<file path="src/rtl/tower_build_ctrl.sv">
// Tower build/sell controller: validates place/sell commands, pulses the target slot, tracks coins and occupancy.
// Optional macro TOWER_SELL_REFUND_EN credits half the stored tower cost back on a sell.
module tower_build_ctrl #(
    parameter int NUM_SLOTS   = 8,
    parameter int COIN_W      = 12,
    parameter int START_COINS = 200
) (
    input  logic                 Clk,
    input  logic                 Reset,
    input  logic                 cmd_valid,
    output logic                 cmd_ready,
    input  logic                 cmd_sell,
    input  logic [2:0]           cmd_slot,
    input  logic [2:0]           cmd_type,
    input  logic                 coin_add_valid,
    input  logic [7:0]           coin_add,
    output logic [NUM_SLOTS-1:0] tower_enable,
    output logic [NUM_SLOTS-1:0] tower_sell,
    output logic [2:0]           tower_type,
    output logic [COIN_W-1:0]    coins,
    output logic [NUM_SLOTS-1:0] occupied,
    output logic                 resp_valid,
    output logic [1:0]           resp_code
);

    typedef enum logic [1:0] {
        S_IDLE   = 2'd0,
        S_CHECK  = 2'd1,
        S_COMMIT = 2'd2,
        S_RESP   = 2'd3
    } state_t;

    localparam logic [1:0] RC_OK    = 2'b00;
    localparam logic [1:0] RC_COINS = 2'b01;
    localparam logic [1:0] RC_SLOT  = 2'b10;
    localparam logic [1:0] RC_BAD   = 2'b11;
    localparam logic [3:0] SLOT_LIMIT = 4'(NUM_SLOTS);
    localparam int         PAD_W      = COIN_W - 7;

    function automatic logic [7:0] tower_cost(input logic [2:0] t);
        logic [7:0] c;
        case (t)
            3'd1:    c = 8'd100;
            3'd2:    c = 8'd120;
            3'd3:    c = 8'd160;
            3'd4:    c = 8'd220;
            default: c = 8'd0;
        endcase
        return c;
    endfunction

    function automatic logic [COIN_W:0] widen8(input logic [7:0] v);
        return {{PAD_W{1'b0}}, v};
    endfunction

    state_t                state_q, state_d;
    logic                  sell_q, sell_d;
    logic [2:0]            slot_q, slot_d;
    logic [2:0]            type_q, type_d;
    logic [COIN_W-1:0]     coins_q, coins_d;
    logic [NUM_SLOTS-1:0]  occ_q, occ_d;
    logic [NUM_SLOTS-1:0]  en_q, en_d;
    logic [NUM_SLOTS-1:0]  sellp_q, sellp_d;
    logic [2:0]            ttype_q, ttype_d;
    logic                  rv_q, rv_d;
    logic [1:0]            rc_q, rc_d;
    logic                  ready_q, ready_d;

    logic [NUM_SLOTS-1:0]  onehot_s;
    logic                  occ_hit_s;
    logic [7:0]            cost_s;
    logic [7:0]            refund_s;
    logic [1:0]            check_code_s;
    logic [COIN_W:0]       add_s, debit_s, credit_s, sum_s;

`ifdef TOWER_SELL_REFUND_EN
    logic [2:0] slot_type_q [NUM_SLOTS];
    logic [2:0] slot_type_d [NUM_SLOTS];
    logic [2:0] held_type_s;
    logic [7:0] held_cost_s;

    // Per-slot type memory: selects the held type for the refund and updates it on commit
    always_comb begin
        held_type_s = 3'd0;
        for (int i = 0; i < NUM_SLOTS; i++) begin
            held_type_s = held_type_s | (slot_type_q[i] & {3{onehot_s[i]}});
            if ((state_q == S_COMMIT) && onehot_s[i]) begin
                slot_type_d[i] = sell_q ? 3'd0 : type_q;
            end else begin
                slot_type_d[i] = slot_type_q[i];
            end
        end
        held_cost_s = tower_cost(held_type_s);
        refund_s    = {1'b0, held_cost_s[7:1]};
    end

    // Stored tower type register bank
    always_ff @(posedge Clk) begin
        if (Reset) begin
            for (int i = 0; i < NUM_SLOTS; i++) begin
                slot_type_q[i] <= 3'd0;
            end
        end else begin
            for (int i = 0; i < NUM_SLOTS; i++) begin
                slot_type_q[i] <= slot_type_d[i];
            end
        end
    end
`else
    assign refund_s = 8'd0;
`endif

    // Priority-ordered result code for the latched command
    always_comb begin
        onehot_s  = {{(NUM_SLOTS-1){1'b0}}, 1'b1} << slot_q;
        occ_hit_s = |(occ_q & onehot_s);
        cost_s    = tower_cost(type_q);
        if (({1'b0, slot_q} >= SLOT_LIMIT) || (!sell_q && (cost_s == 8'd0))) begin
            check_code_s = RC_BAD;
        end else if (sell_q != occ_hit_s) begin
            check_code_s = RC_SLOT;
        end else if (!sell_q && ({1'b0, coins_q} < widen8(cost_s))) begin
            check_code_s = RC_COINS;
        end else begin
            check_code_s = RC_OK;
        end
    end

    // Next-state, balance arithmetic and registered-output staging
    always_comb begin
        state_d  = state_q;
        sell_d   = sell_q;
        slot_d   = slot_q;
        type_d   = type_q;
        occ_d    = occ_q;
        en_d     = {NUM_SLOTS{1'b0}};
        sellp_d  = {NUM_SLOTS{1'b0}};
        ttype_d  = 3'd0;
        rv_d     = 1'b0;
        rc_d     = RC_OK;
        debit_s  = {(COIN_W+1){1'b0}};
        credit_s = {(COIN_W+1){1'b0}};
        add_s    = coin_add_valid ? widen8(coin_add) : {(COIN_W+1){1'b0}};

        case (state_q)
            S_IDLE: begin
                if (cmd_valid) begin
                    sell_d  = cmd_sell;
                    slot_d  = cmd_slot;
                    type_d  = cmd_type;
                    state_d = S_CHECK;
                end else begin
                    state_d = S_IDLE;
                end
            end
            S_CHECK: begin
                if (check_code_s == RC_OK) begin
                    state_d = S_COMMIT;
                    if (sell_q) begin
                        sellp_d = onehot_s;
                    end else begin
                        en_d    = onehot_s;
                        ttype_d = type_q;
                    end
                end else begin
                    state_d = S_RESP;
                    rv_d    = 1'b1;
                    rc_d    = check_code_s;
                end
            end
            S_COMMIT: begin
                state_d = S_RESP;
                rv_d    = 1'b1;
                rc_d    = RC_OK;
                if (sell_q) begin
                    occ_d    = occ_q & ~onehot_s;
                    credit_s = widen8(refund_s);
                end else begin
                    occ_d   = occ_q | onehot_s;
                    debit_s = widen8(cost_s);
                end
            end
            S_RESP: begin
                state_d = S_IDLE;
            end
            default: begin
                state_d = S_IDLE;
            end
        endcase

        // Cost was proven affordable in CHECK and coins only grow since, so no underflow
        sum_s   = {1'b0, coins_q} + add_s + credit_s - debit_s;
        coins_d = sum_s[COIN_W] ? {COIN_W{1'b1}} : sum_s[COIN_W-1:0];
        ready_d = (state_d == S_IDLE);
    end

    // State and output registers; Reset overrides commands and rewards
    always_ff @(posedge Clk) begin
        if (Reset) begin
            state_q <= S_IDLE;
            sell_q  <= 1'b0;
            slot_q  <= 3'd0;
            type_q  <= 3'd0;
            coins_q <= COIN_W'(START_COINS);
            occ_q   <= {NUM_SLOTS{1'b0}};
            en_q    <= {NUM_SLOTS{1'b0}};
            sellp_q <= {NUM_SLOTS{1'b0}};
            ttype_q <= 3'd0;
            rv_q    <= 1'b0;
            rc_q    <= RC_OK;
            ready_q <= 1'b1;
        end else begin
            state_q <= state_d;
            sell_q  <= sell_d;
            slot_q  <= slot_d;
            type_q  <= type_d;
            coins_q <= coins_d;
            occ_q   <= occ_d;
            en_q    <= en_d;
            sellp_q <= sellp_d;
            ttype_q <= ttype_d;
            rv_q    <= rv_d;
            rc_q    <= rc_d;
            ready_q <= ready_d;
        end
    end

    assign cmd_ready    = ready_q;
    assign tower_enable = en_q;
    assign tower_sell   = sellp_q;
    assign tower_type   = ttype_q;
    assign coins        = coins_q;
    assign occupied     = occ_q;
    assign resp_valid   = rv_q;
    assign resp_code    = rc_q;

endmodule

</file>
<file path="config.mk">
export PLATFORM = sky130hd
export DESIGN_NAME = tower_build_ctrl
export DESIGN_NICKNAME = d
export VERILOG_FILES = /design/src/rtl/tower_build_ctrl.sv
export SDC_FILE = /design/constraint.sdc
export NUM_CORES = 1
export LEC_CHECK = 0
export ABC_AREA = 1
export CAP_MARGIN = 20
export CORE_MARGIN = 2
export CORE_UTILIZATION = 49
export DETAILED_ROUTE_END_ITERATION = 10
export HOLD_SLACK_MARGIN = 0.06
export PLACE_DENSITY = 0.77
export SYNTH_ARGS = -nofsm -noshare
export SYNTH_HDL_FRONTEND = slang
export SYNTH_SLANG_ARGS = --single-unit
export TNS_END_PERCENT = 5
</file>
<file path="constraint.sdc">
create_clock -name Clk -period 3.4 [get_ports Clk]
set_input_delay 0.34 -clock Clk [delete_from_list [all_inputs] [get_ports Clk]]
set_output_delay 0.34 -clock Clk [all_outputs]
set_load 0.02 [all_outputs]
</file>
==> results.ini <==
[floorplan]
io_pins=62
die_w_um=81.4
rows=28
start_util=0.501
die_area_sq_mm=0.00662
die_y_um=81.4
core_sq_mm=0.00585

[global_routing]
grt_start_max_net_pins=23
grt_remaining_overflow=0
grt_first_pass_wirelength_um=10700
grt_usage=0.207
grt_pass1_vias=2546
grt_antenna_before_repair=0

[detailed_routing]
drt_iter0_drc=150
viasPerCell=5.01
ant_nets=0
wl_um=6470
wire_per_inst_um=12.3
drt-pass1-iter-count=4
drc=0
vias=2634

[yosys]
synth_area_per_cell_sq_um=7.48
synthesis.area_sq_mm=0.00293
ys_ff_latch=52
ys_top_cells_by_area=dfxtp_1, ha_1, inv_1
yosysSeqAreaShare=0.355
synthDistinctLibCells=27
syn_nets=443
yosys_warnings=0
synth_top_cell_area_share=0.355
postSynthCellCount=392
yosysTopAreaCell=dfxtp_1

[final_layout]
layout_common_cells=inv_1, nand2_1, clkdlybuf4s50_1
final_common_cell=inv_1
regArea_sq_mm=0.00104
layout-drive-gt1-share=0.0643
multi_input_area_sq_mm=0.00154
syn2layout_area_growth_pct=25.8
layout.nets=501
fin_util=0.631
fin_cells=526
antenna_cells=0
n_fill_cell=526

[critical_path]
end_kind=flop
rr_worst_depth=19
critPathRequiredTime_ps=3570
crit_fanout=6
reg2reg_slack_ps=260
r2r-start=state_q[0]
arrival_ps=3310
critical_path_class=flop to flop
startpoint_type=flop
r2r_end=coins[6]

[pwr]
combinationalPowerShare=0.602
p_seq_frac=0.263
p_sw_frac=0.468
peakVddDrop_mv=0.516
leakage_nw=1.70
clock_power_share=0.136
p_per_area_mw_per_mm2=880
intPower_mw=1.73
power_switching_mw=1.52
p_total_mw=3.25

[clock_network]
clk_pin_slew_worst_paths_ps=100
clk_latency_ps=310
htreeDepth=2
cts_tree=done
cts_setup_buffers=0
cts_buffer_depth=2
cts.sinks=52
cts_made_buffers=5
cts_root_buf=clkbuf_8

[flow_run]
drv_cap=0

[placement]
portBuffers=61
dp.cells=518
dp_slack_ps=172
place_congestion=0.899
dp_hpwl_um=5080

[hold_path]
hold_path.class=flop to flop
whs_path_depth=2

[timing]
setup_viol=0
relSlewSlack=0.558
max_slew.worst_pin.slew_ps=663
maxSlewViolCount=0
setup_ws_ps=259
rsz0062_at_grt=no
finalCritPeriodShare=0.924
fin_skew_ps=10.5
period_needed_ps=3140
hold_viol_final=0
tns_ps=0
fmax_mhz=318

[status]
status=finished, final reports clean

## area by class of cell
cell class	count	area share
Clock buffer	5	0.0186
Multi-Input combinational cell	253	0.416
Tap cell	75	0.0254
Timing Repair Buffer	63	0.169
Clock inverter	3	0.0125
Sequential cell	52	0.282
Inverter	75	0.0762
## metal layers
layer,GRT usage,vias up,share of wire
li1,-,1350,-
met1,0.235,1199,0.42
met2,0.387,77,0.51
met3,0.0344,8,0.051
met4,0.0695,0,0.014
met5,0,-,0
## synth_stat cells, drive strengths merged
library cell and instances:
a21oi 30, a31o 1, nor2 47, fa 6, nor3 9, a211oi 3, o21ai 21, inv 75
nand2 65, buf 6, ha 26, nand3 24, dfxtp 52, nand4 11, a31oi 1, xor2 5
clkbuf 6, nand3b 1, xnor2 3
## kinds of logic (layout without fill, tap and decap cells)
| family | count (synthesis) | after routing | synth area share |
|---|---|---|---|
| AO/OA/AOI/OAI | 56 | 56 | 0.0998 |
| XOR/XNOR | 8 | 8 | 0.0239 |
| adder cells (fa/ha/maj) | 32 | 32 | 0.152 |
| buffers and inverters | 87 | 146 | 0.125 |
| flip-flops | 52 | 52 | 0.355 |
| AND/OR/NAND/NOR | 157 | 157 | 0.245 |
## worst max-delay path, cell delays in order, from the launching register on
cell and delay, ps:
dfxtp_1 330, inv_1 110, ha_2 250, inv_1 70, nor2_1 110, inv_1 100, a21oi_1 180, fa_1 440
inv_1 70, ha_1 260, inv_1 70, nor2_1 50, o21ai_0 140, nand2_1 90, buf_4 150, a21oi_1 120
nor2_1 50, nor2_1 110, xor2_1 210, nand3_1 90
## stage by stage
step / hold slack [ps] / area (sq um)
final: 475 / 3690
after CTS: 475 / 3680
after floorplan: 497 / 2930
after detailed placement: 460 / 3570
after global placement: 458 / 3570
after global routing: 487 / 3690
## power by group through the flow
stage	logic, mW	clock network [mW]	registers (mW)
after floorplan	1.37	0	0.928
after global placement	1.89	0	0.864
after detailed placement	1.92	0	0.866
after CTS	1.94	0.448	0.852
after global routing	2.20	0.476	0.870
final	1.96	0.441	0.853
## how the worst max path moves through the flow
stage,from,to,depth (start not counted),slack [ps]
after floorplan,state_q[0],coins[0],21,520
after global placement,coin_add_valid,coins[2],15,290
after detailed placement,coin_add_valid,coins[2],14,170
after CTS,state_q[0],coins[2],19,180
after global routing,state_q[0],coins[6],19,10
final,state_q[0],coins[6],19,260
## what timing repair did
action	4_1_cts	5_1_grt
hold buffers	0	0
endpoints found under the setup margin	0	12
resized for setup	0	3
No activity file was read; power rests on OpenSTA's default activity.
